<file path="src/rtl/branch_resolve_unit.sv">
// Execute-stage branch resolver: evaluates RV32I branches and jal/jalr, issues a registered
// redirect with a multi-cycle flush, and trains the 2-bit BHT that fetch reads for prediction.
module branch_resolve_unit #(
  parameter int         XLEN         = 32,
  parameter int         BHT_ENTRIES  = 64,
  parameter int         FLUSH_CYCLES = 2,
  parameter int         CNT_W        = 32,
  parameter logic [6:0] B_OP         = 7'b1100011,
  parameter logic [6:0] JAL_OP       = 7'b1101111,
  parameter logic [6:0] JALR_OP      = 7'b1100111
) (
  input  logic            clock,
  input  logic            reset,
  input  logic            valid_in,
  input  logic [6:0]      opCode,
  input  logic [2:0]      funct3,
  input  logic [XLEN-1:0] pc,
  input  logic [XLEN-1:0] imm,
  input  logic [XLEN-1:0] operand1,
  input  logic [XLEN-1:0] operand2,
  input  logic            pred_taken,
  input  logic [XLEN-1:0] fetch_pc,
  output logic            predict_taken,
  output logic            PCsrc,
  output logic [XLEN-1:0] redirect_pc,
  output logic            flush,
  output logic [XLEN-1:0] link_addr,
  output logic [CNT_W-1:0] branch_count,
  output logic [CNT_W-1:0] mispredict_count
);

  localparam int IDX_W = $clog2(BHT_ENTRIES);
  localparam int FC_W  = (FLUSH_CYCLES > 1) ? $clog2(FLUSH_CYCLES) : 1;
  localparam logic [FC_W-1:0] FC_LAST = FC_W'(FLUSH_CYCLES - 1);
  localparam logic [0:0] ST_IDLE  = 1'b0;
  localparam logic [0:0] ST_FLUSH = 1'b1;

  logic [0:0]       state_q, state_d;
  logic [FC_W-1:0]  fcnt_q, fcnt_d;
  logic             pcsrc_q, pcsrc_d;
  logic             flush_q, flush_d;
  logic [XLEN-1:0]  redirect_pc_q, redirect_pc_d;
  logic [CNT_W-1:0] branch_count_q, branch_count_d;
  logic [CNT_W-1:0] mispredict_count_q, mispredict_count_d;
  logic [1:0]       bht_q [BHT_ENTRIES];
  logic [1:0]       bht_d [BHT_ENTRIES];

  logic             is_branch, is_jal, is_jalr, cond_valid, cond_true;
  logic             taken, resolve, redirect;
  logic [XLEN-1:0]  target, redirect_target, fall_through;
  logic [IDX_W-1:0] upd_idx, fetch_idx;
  logic [1:0]       upd_cur;
  logic             unused_fetch_bits;

  assign fall_through      = pc + XLEN'(4);
  assign upd_idx           = pc[IDX_W+1:2];
  assign fetch_idx         = fetch_pc[IDX_W+1:2];
  assign unused_fetch_bits = ^{fetch_pc[XLEN-1:IDX_W+2], fetch_pc[1:0]};

  // NOTE: every always_comb output gets a default at the top so no path can infer a latch.
  always_comb begin
    is_branch  = (opCode == B_OP);
    is_jal     = (opCode == JAL_OP);
    is_jalr    = (opCode == JALR_OP);
    cond_valid = (funct3 != 3'b010) && (funct3 != 3'b011);
    cond_true  = 1'b0;
    case (funct3)
      3'b000:  cond_true = (operand1 == operand2);
      3'b001:  cond_true = (operand1 != operand2);
      3'b100:  cond_true = ($signed(operand1) <  $signed(operand2));
      3'b101:  cond_true = ($signed(operand1) >= $signed(operand2));
      3'b110:  cond_true = (operand1 <  operand2);
      3'b111:  cond_true = (operand1 >= operand2);
      default: cond_true = 1'b0;
    endcase
    taken    = is_jal || is_jalr || (is_branch && cond_true);
    resolve  = valid_in && (state_q == ST_IDLE);
    redirect = resolve && (is_jal || is_jalr || (is_branch && (cond_true != pred_taken)));
    target   = is_jalr ? ((operand1 + imm) & ~XLEN'(1)) : (pc + imm);
    redirect_target = taken ? target : fall_through;
  end

  always_comb begin
    state_d       = state_q;
    fcnt_d        = fcnt_q;
    pcsrc_d       = 1'b0;
    flush_d       = flush_q;
    redirect_pc_d = redirect_pc_q;
    case (state_q)
      ST_IDLE: begin
        if (redirect) begin
          pcsrc_d       = 1'b1;
          redirect_pc_d = redirect_target;
          flush_d       = 1'b1;
          fcnt_d        = FC_LAST;
          state_d       = ST_FLUSH;
        end
      end
      ST_FLUSH: begin
        if (fcnt_q == '0) begin
          flush_d = 1'b0;
          state_d = ST_IDLE;
        end else begin
          fcnt_d = fcnt_q - 1'b1;
        end
      end
      default: state_d = ST_IDLE;
    endcase
  end

  always_comb begin
    branch_count_d     = branch_count_q;
    mispredict_count_d = mispredict_count_q;
    if (resolve && is_branch && (branch_count_q != {CNT_W{1'b1}}))
      branch_count_d = branch_count_q + 1'b1;
    if (redirect && (mispredict_count_q != {CNT_W{1'b1}}))
      mispredict_count_d = mispredict_count_q + 1'b1;
  end

  always_comb begin
    bht_d   = bht_q;
    upd_cur = bht_q[upd_idx];
    if (resolve && is_branch && cond_valid) begin
      if (cond_true && (upd_cur != 2'b11))
        bht_d[upd_idx] = upd_cur + 2'b01;
      else if (!cond_true && (upd_cur != 2'b00))
        bht_d[upd_idx] = upd_cur - 2'b01;
    end
  end

  // NOTE: sequential state uses non-blocking assignments so every flop samples pre-edge values.
  always_ff @(posedge clock) begin
    if (!reset) begin
      state_q            <= ST_IDLE;
      fcnt_q             <= '0;
      pcsrc_q            <= 1'b0;
      flush_q            <= 1'b0;
      redirect_pc_q      <= '0;
      branch_count_q     <= '0;
      mispredict_count_q <= '0;
      // NOTE: the BHT must start weakly-not-taken, so this storage is reset like ordinary flops.
      for (int i = 0; i < BHT_ENTRIES; i++) bht_q[i] <= 2'b01;
    end else begin
      state_q            <= state_d;
      fcnt_q             <= fcnt_d;
      pcsrc_q            <= pcsrc_d;
      flush_q            <= flush_d;
      redirect_pc_q      <= redirect_pc_d;
      branch_count_q     <= branch_count_d;
      mispredict_count_q <= mispredict_count_d;
      bht_q              <= bht_d;
    end
  end

  // Read from the registered table: a same-cycle update is seen by fetch one cycle later.
  assign predict_taken    = bht_q[fetch_idx][1];
  assign PCsrc            = pcsrc_q;
  assign redirect_pc      = redirect_pc_q;
  assign flush            = flush_q;
  assign link_addr        = fall_through;
  assign branch_count     = branch_count_q;
  assign mispredict_count = mispredict_count_q;

endmodule

</file>
<file path="config.mk">
export PLATFORM = sky130hd
export DESIGN_NAME = branch_resolve_unit
export DESIGN_NICKNAME = d
export VERILOG_FILES = /design/src/rtl/branch_resolve_unit.sv
export SDC_FILE = /design/constraint.sdc
export NUM_CORES = 1
export LEC_CHECK = 0
export BUFFER_PORTS_ARGS = -buffer_cell sky130_fd_sc_hd__buf_2
export CELL_PAD_IN_SITES_DETAIL_PLACEMENT = 0
export CELL_PAD_IN_SITES_GLOBAL_PLACEMENT = 1
export CORE_MARGIN = 4
export CORE_UTILIZATION = 46
export CTS_BUF_LIST = sky130_fd_sc_hd__clkbuf_2
export CTS_CLUSTER_DIAMETER = 80
export DETAILED_ROUTE_END_ITERATION = 10
export PLACE_DENSITY_LB_ADDON = 0.1
export SYNTH_ARGS = -nofsm -noshare
export SYNTH_HDL_FRONTEND = slang
export SYNTH_SLANG_ARGS = --single-unit
</file>
<file path="constraint.sdc">
create_clock -name clock -period 6.78 [get_ports clock]
set_input_delay 0.678 -clock clock [delete_from_list [all_inputs] [get_ports clock]]
set_output_delay 0.678 -clock clock [all_outputs]
set_load 0.05 [all_outputs]
</file>
### After elaboration in Yosys (flattened, before gate mapping)

Index checks and enable logic that the tools add are counted.

| storage, ports and cells | value |
|---|---|
| bits in registers | 228 |
| bits of input ports | 174 |

| operators by class | value |
|---|---|
| add/sub/neg operators | 8 |
| order comparisons | 7 |
| equal/unequal tests | 18 |
| mux-type cells | 23 |
| bitwise gates (word level) | 4 |
| reductions and logical operators | 23 |

Operators with widths:

| kind | count |
|---|---|
| bitwise mux 128 bit | 2 |
| two-way mux 128 bit | 2 |
| adder 32 x 1 -> 32 bit (second input constant) | 2 |
| adder 32 bit | 2 |
| >= comparator 32 bit | 2 |
| < comparator 32 bit | 2 |
| two-way mux 32 bit | 2 |
| != test 32 bit (second input constant) | 2 |
| adder 32 x 3 -> 32 bit (second input constant) | 1 |
| equality test 32 bit | 1 |
| != test 32 bit | 1 |
| binary-select mux 2 bit (select 6 bit) | 2 |
| equality test 7 bit (second input constant) | 3 |
| >= comparator 7 bit (second input constant) | 2 |
| NOT 6 -> 7 bit | 2 |
| demux 2 bit (select 6 bit) | 1 |
| equality test 3 bit (second input constant) | 4 |
| logical AND 1 bit | 12 |
| two-way mux 2 bit | 5 |
| < comparator 7 x 1 -> 1 bit (second input constant) | 1 |
| != test 2 bit (second input constant) | 3 |
| != test 3 x 2 -> 1 bit (second input constant) | 2 |
| case mux 1 bit (2 select lines) | 3 |
| case mux 1 bit (6 select lines) | 1 |
| other kinds (13) | 23 |

### Depth between registers and ports, before layout

Gate-level depths: netlist of run 1.

| depth | value |
|---|---|
| depth in word-level cells | 8 |
| depth in mapped cells | 16 |
| gate-level depth less buffers | 13 |

### Least setup slack after synthesis of run 1

OpenSTA, ideal clock, no wires.

| timing | value |
|---|---|
| kind | input to register |
| start | input port pc[2] |
| end | register (tool-made name) |
| setup time | 0.149 ns |
| arrival | 4.064 ns |
| data required time | 6.631 ns |
| slack | 2.567 ns |
| stages | 15 |
| buffers on the path | 4 |
| cell sequence | buf_2 > inv_1 > or3_1 > buf_2 > o22ai_1 > nor4_1 > mux4_2 > mux2_2 > clkbuf_1 > ha_1 > a21oi_2 > o2111ai_1 > clkbuf_1 > o21ai_0 > o311ai_0 |

RTL lines:

| what | RTL line | source |
|---|---|---|
| start, declared | 17 | `input logic [XLEN-1:0] pc,` |

==> impl_metrics.json, run 1 <==
{
  "yosysSeqAreaShare_pct": 29.3,
  "cp_slowest_stage_delay_ns": 0.70,
  "hold_buffers": 0,
  "vias_per_cell": 5.80,
  "die-area_um2": 36800,
  "fp.dieH_um": 192,
  "synth_cell_types": 73,
  "gp_congestion": 0.883,
  "p_leak_nw": 7.20,
  "tightestPinTransition_ns": 1.19,
  "cts_buffer_depth": 3,
  "synth_compound_area_share_pct": 21.3,
  "seqPwrFrac_pct": 44.2,
  "hpwl_um": 37000,
  "critical_path.cell_chain": "buf_2 -> inv_1 -> or3_1 -> o22ai_1 -> nor4_1 -> mux4_2 -> mux2_2 -> inv_1 -> ha_1 -> nor3_4 -> o2111ai_2 -> o21ai_0 -> o311ai_0",
  "grt_setup_unrepaired": "no",
  "drt-total-wl_um": 50800,
  "clk_pin_slew_ns": 0.10,
  "antenna_found_initial": 3,
  "syn_area_um2": 15600,
  "maxSlewHeadroom_pct": 20.8,
  "cp_data_required_time_ns": 7.51,
  "rows": 67,
  "cts_max_level": 2,
  "synthSimpleGateAreaFrac_pct": 19.8,
  "path_delay_family": "simple AND/OR/NAND/NOR gates",
  "ant_nets": 0,
  "crit_buf_inv": 3,
  "cts.sinks": 228,
  "grt_use_total_pct": 26.2,
  "start_kind": "input pin",
  "path_common_cell": "inv_1",
  "ys_warn_count": 0,
  "n_fill_cell": 3339,
  "fin_area_um2": 17800,
  "dp_cells": 2542,
  "period_minus_slack_ns": 4.52,
  "ctsRootBufferMaster": "clkbuf_2",
  "internal_power_mw": 2.00,
  "tns_ns": 0,
  "fmax_mhz": 221,
  "synth_area_per_cell_um2": 8.16,
  "vias": 15395,
  "status": "finished clean",
  "grt_first_pass_wirelength_um": 77900,
  "postSynthCellCount": 1907,
  "clockPowerShare_pct": 34.5,
  "p_switching_mw": 1.04,
  "dr.pass1.iters": 5,
  "clk-insertion-delay-late_ns": 0.92,
  "drv_slew": 0,
  "synthFlopType": "dfxtp_1",
  "cts_resized": 0,
  "peakVddDrop_mv": 0.155,
  "synth_seq_cells": 228,
  "swShare_pct": 34.1,
  "crit_arrival_ns": 5.25,
  "core-area_um2": 33400,
  "drv_cap": 0,
  "period_share_pct": 66.7,
  "synth_edf_count": 0,
  "fin_ws_ns": 2.26,
  "grt_max_degree": 85,
  "syn_nets": 2181,
  "synthArstFlopShare_pct": 0,
  "fp.dieW_um": 192,
  "syn2layout_area_growth_pct": 14.7,
  "post_cts_buffers": 0,
  "drc_errors": 0,
  "synth_top_family_by_area": "compound AO/OA/AOI/OAI gates",
  "post_drt_wl_per_cell_um": 19.1,
  "finalHoldViolCount": 0,
  "grt_overflow": 0,
  "stdcell_count": 2655,
  "cts_buffers": 61,
  "nNetsFinal": 2431,
  "tritoncts": "done",
  "dr.first_iter.drc_count": 1130,
  "critPathMaxFanout": 32,
  "hold_class": "input pin to flip-flop",
  "dp_slack_ns": 1.48,
  "powerDensity_nw_per_um2": 170,
  "drive_gt1_share_pct": 20.0,
  "portBuffers": 278,
  "critPathSlowestCell": "or3_1",
  "power_frac_comb_pct": 21.4,
  "ios": 305,
  "place_area_um2": 17300,
  "crit_path_end_kind": "flip-flop",
  "critPathKind": "input pin to flip-flop",
  "synth_xor_area_share_pct": 5.97,
  "synth_mux_area_share_pct": 11.0,
  "first_global_vias": 14267,
  "start_util_pct": 46.5,
  "fin_skew_ns": 0.0497,
  "yosys.area_share.adder_pct": 8.14,
  "setup_viol": 0
}
synthesized netlist by cell type (all sizes together), types with 18 or more instances:
cell | instances | area [µm²]
xor2 | 47 | 412
o211ai | 48 | 365
clkbuf | 90 | 338
nand3 | 62 | 310
o21ai | 99 | 495
and3 | 30 | 188
o311ai | 21 | 184
nand4 | 32 | 200
o22ai | 34 | 213
o31ai | 18 | 135
dfxtp | 228 | 4560
nand2 | 181 | 679
inv | 72 | 270
ha | 98 | 1230
a22oi | 24 | 180
nor3 | 27 | 146
a21oi | 124 | 624
nor2 | 197 | 739
a21o | 29 | 218
mux4 | 23 | 518
mux2i | 114 | 1150
xnor2 | 59 | 517
or3 | 26 | 163
and2 | 19 | 119
cell type report:
class                           instances  area [µm²]  share of cell area, %
Multi-Input combinational cell       1502       10400                   58.0
Clock inverter                         24         155                  0.869
Inverter                               72         273                   1.53
Antenna cell                            1        2.50                 0.0140
Timing Repair Buffer                  292        1500                   8.40
Sequential cell                       228        4560                   25.6
Tap cell                              448         561                   3.14
Clock buffer                           88         440                   2.47
power by group through the flow:
| stage | combinational [mW] | clock [mW] | sequential (mW) |
|---|---|---|---|
| floorplan | 0.438 | 0 | 1.38 |
| global placement | 0.636 | 0 | 1.37 |
| detailed placement | 0.640 | 0 | 1.37 |
| CTS | 0.644 | 1.08 | 1.34 |
| global route | 0.711 | 1.15 | 1.34 |
| finish | 0.649 | 1.05 | 1.34 |
worst paths after layout:
check / endpoint / cells after the start / startpoint / slack (ns)
worst max register to register: flip-flop / 10 / flip-flop / 2.81
worst min-delay path: redirect_pc[0] / 4 / pc[0] / 0.16
worst min register to register: redirect_pc[16] / 2 / redirect_pc[16] / 0.45
worst max-delay path: flip-flop / 13 / pc[2] / 2.26
cells in the final DEF (no fill, tap or decap), types with 23 or more instances in the layout:
| cell | instances |
|---|---|
| nand2_1 | 181 |
| clkbuf_2 | 88 |
| nor2_1 | 196 |
| dfxtp_1 | 228 |
| a21oi_1 | 122 |
| mux2i_1 | 113 |
| o21ai_0 | 98 |
| inv_1 | 71 |
| or3_1 | 26 |
| nor3_1 | 24 |
| xor2_1 | 47 |
| mux4_2 | 23 |
| xnor2_1 | 59 |
| buf_2 | 277 |
| nand3_1 | 62 |
| ha_1 | 98 |
| and3_1 | 30 |
| nand4_1 | 32 |
| a22oi_1 | 24 |
| a21o_1 | 29 |
| o22ai_1 | 34 |
| o211ai_1 | 47 |
metrics by stage:
stage / hold WS (ns) / utilization, % / total power, mW
CTS: 0.0885 / 53.4 / 3.06
global placement: 0.437 / 51.6 / 2.01
global route: 0.0872 / 53.4 / 3.20
floorplan: 0.444 / - / 1.82
finish: 0.161 / 53.4 / 3.04
detailed placement: 0.443 / 51.6 / 2.01
worst min-delay path, cell delays in order:
cell,delay (ns)
buf_2,0.11
nand2_1,0.05
and3_1,0.14
nor3_1,0.04
metal layers:
layer  vias up  wire, µm  share of wire, %  GRT usage (%)
met5         -        20             0.039              0
met4         4       941               1.9           5.86
met3        77      3540               7.0           4.71
met2       494     23500                46           42.6
met1      7264     22800                45           36.3
li1       7556         -                 -              -
logic make-up after synthesis:
logic type	count (synthesis)
compound gates	507
xor+xnor	106
fa+ha+maj	100
buf+inv	177
flops	228
mux	140
simple gates	649
Power figures use the tool's default switching activity.
==> run 2, diff against run 1 <==
--- a/config.mk
+++ b/config.mk
@@ -5,11 +5,12 @@
 export SDC_FILE = /design/constraint.sdc
 export NUM_CORES = 1
 export LEC_CHECK = 0
+export ABC_AREA = 1
 export BUFFER_PORTS_ARGS = -buffer_cell sky130_fd_sc_hd__buf_2
 export CELL_PAD_IN_SITES_DETAIL_PLACEMENT = 0
 export CELL_PAD_IN_SITES_GLOBAL_PLACEMENT = 1
 export CORE_MARGIN = 4
-export CORE_UTILIZATION = 46
+export CORE_UTILIZATION = 41
 export CTS_BUF_LIST = sky130_fd_sc_hd__clkbuf_2
 export CTS_CLUSTER_DIAMETER = 80
 export DETAILED_ROUTE_END_ITERATION = 10
==> constraint.sdc (replaced) <==
create_clock -name clock -period 4.5 [get_ports clock]
set_input_delay 0.45 -clock clock [delete_from_list [all_inputs] [get_ports clock]]
set_output_delay 0.45 -clock clock [all_outputs]
set_load 0.05 [all_outputs]
==> run 2 against run 1 <==
Net effect: sequential power is 51% higher; register-to-register slack worse by 1.5 ns; synthesized cell count is 52% higher; flip-flop and latch count stayed put; routed wire length is 44% higher; clock skew is 0.039 ns higher; utilization is 4.9 points lower; largest power group unchanged.
==> impl_metrics.json, run 2 <==
{
  "synth.largest_area_cell": "dfxtp_1",
  "syn_area_um2": 18200,
  "post_cts_buffers": 0,
  "synth_edf_count": 0,
  "gp_congestion": 0.949,
  "synthArstFlopShare_pct": 0,
  "syn_nets": 3172,
  "ctsRootBufferMaster": "clkbuf_2",
  "cts_resized": 0,
  "n_fill_cell": 4632,
  "drv_cap": 0,
  "cts.sinks": 228,
  "ys_warn_count": 0,
  "clk_pin_slew_ns": 0.12,
  "path_delay_family": "buffers and inverters",
  "grt_use_total_pct": 29.5,
  "cp_data_required_time_ns": 4.05,
  "tns_ns": 0,
  "core-area_um2": 43500,
  "antenna_found_initial": 5,
  "ys_top_cells_by_area": "dfxtp_1 (25%), nand2_1 (13%), nand3_1 (7.8%)",
  "fin_util_pct": 48.4,
  "critPathMaxFanout": 9,
  "period_share_pct": 94.1,
  "synth_area_per_cell_um2": 6.28,
  "postSynthCellCount": 2898,
  "powerDensity_nw_per_um2": 230,
  "cts_buffer_depth": 3,
  "met3_usage_pct": 5.28,
  "synthFlopType": "dfxtp_1",
  "ant_nets": 0,
  "synth_cell_types": 57,
  "hpwl_um": 53900,
  "post-synth-top-count-cell": "nand2_1",
  "status": "finished clean",
  "drv_slew": 0,
  "critPathKind": "input pin to primary output",
  "start_util_pct": 41.9,
  "finalHoldViolCount": 0,
  "ios": 305,
  "fin_skew_ns": 0.0888,
  "tritoncts": "done",
  "drt-total-wl_um": 73300,
  "start_kind": "input pin",
  "maxSlewHeadroom_pct": 35.0,
  "synth.top_cell.area_share_pct": 25.1,
  "grtUsageMet2_pct": 46.2,
  "cp_slowest_stage_delay_ns": 0.55,
  "hold_buffers": 20,
  "busiest_layer": "met2",
  "grt_first_pass_wirelength_um": 112000,
  "first_global_vias": 20194,
  "cts_buffers": 70,
  "synth.top_cells.by_count": "nand2_1 (642), nor2_1 (286), nand3_1 (283)",
  "clk-insertion-delay-late_ns": 1.02,
  "cts_max_level": 3,
  "use_met1_pct": 40.5,
  "dr.first_iter.drc_count": 1962,
  "tightestPinTransition_ns": 0.973,
  "fp.dieW_um": 219,
  "vias_per_cell": 5.66,
  "critPathSlowestCell": "nor4_1",
  "crit_buf_inv": 5,
  "p_leak_nw": 9.08,
  "grt_overflow": 0,
  "synth_seq_cells": 228,
  "crit_arrival_ns": 3.79,
  "crit_path_end_kind": "primary output",
  "mostFrequentLayoutCells": "nand2_1 (640), nor2_1 (285), nand3_1 (283)",
  "syn2layout_area_growth_pct": 15.6,
  "peakVddDrop_mv": 0.125,
  "grt_setup_unrepaired": "no",
  "nNetsFinal": 3461,
  "period_minus_slack_ns": 4.24,
  "drive_gt1_share_pct": 14.9,
  "post_drt_wl_per_cell_um": 19.2,
  "final_common_cell": "nand2_1",
  "power.total_mw": 4.83,
  "critical_path.cell_chain": "dlygate4sd3_1 -> buf_2 -> inv_2 -> nor2_4 -> buf_4 -> nand2_2 -> nor2_1 -> nand3_1 -> nor4_1 -> nand3_1 -> xnor2_1 -> buf_2",
  "rows": 76,
  "portBuffers": 278,
  "vias": 21612,
  "fmax_mhz": 236,
  "setup_viol": 0,
  "drc_errors": 0,
  "grt_max_degree": 68,
  "hold_class": "input pin to flip-flop",
  "fp.dieH_um": 219,
  "dr.pass1.iters": 6,
  "yosysSeqAreaShare_pct": 25.1,
  "die-area_um2": 47800
}
[run 2: cell count changes in the layout (fill, tap and decap cells not counted), moves of 44 or more]
cell and delta:
nand3_1 +221, inv_1 +181, nand2_1 +459, a21oi_1 +126, xnor2_1 -44, nor2_1 +89, mux2i_1 -112, o21ai_0 +140
[run 2: logic make-up after synthesis]
kind of cell | share of synthesized area, %
compound gates | 21.7
xor+xnor | 3.80
fa+ha+maj | 6.95
buf+inv | 9.05
flops | 25.1
mux | 0.0550
simple gates | 33.4
[run 2: final cells by class]
class,count,area [µm²],share of cell area (%)
Sequential cell,228,4560,21.7
Inverter,267,1000,4.77
Clock inverter,15,92.6,0.440
Clock buffer,97,485,2.31
Multi-Input combinational cell,2270,12000,57.2
Timing Repair Buffer,350,2120,10.1
Antenna cell,7,17.5,0.0832
Tap cell,585,732,3.48
[run 2: worst register-to-register path: stages (launching register included)]
cell and delay, ns:
dfxtp_1 0.36, a22o_1 0.23, a221oi_1 0.24, nand4_1 0.17
nand2_1 0.09, nand2_1 0.06, nor4_1 0.54, inv_1 0.10
ha_2 0.18, inv_1 0.10, nand2_4 0.09, o21ai_4 0.14
nand2_2 0.10, inv_2 0.14, buf_12 0.22, nand3_1 0.11
a21oi_1 0.15
[run 2: final timing paths]
check | to | cells past startpoint | slack, ns | startpoint
hold reg to reg | redirect_pc[23] | 2 | 0.46 | redirect_pc[23]
setup / recovery | link_addr[31] | 12 | 0.26 | pc[2]
setup reg to reg | bht_q[73] | 16 | 1.35 | bht_q[41]
hold / removal | flip-flop | 5 | 0.08 | pc[7]
[run 2: layer usage]
metal  vias up  part of all wire (%)
met5         -                     0
met4         0                   3.2
met3       156                   7.9
met2       863                    45
met1     10025                    44
li1      10568                     -
[run 2: stage by stage]
stage | setup WS [ns] | instances | hold slack (ns) | area (µm²)
2_1_floorplan | 0.869 | 2898 | 0.439 | 18200
3_3_place_gp | 0.314 | 3680 | 0.437 | 20300
3_5_place_dp | 0.203 | 3680 | 0.450 | 20300
4_1_cts | 0.392 | 3812 | 0.00435 | 21000
5_1_grt | 0.0794 | 3818 | 0.0794 | 21000
6_report | 0.264 | 3819 | 0.0835 | 21000
[run 2: power by group]
group | internal (mW) | switching [mW]
combinational | 0.369 | 0.817
sequential | 2.02 | 0.00180
clock | 0.632 | 0.994
total | 3.02 | 1.81
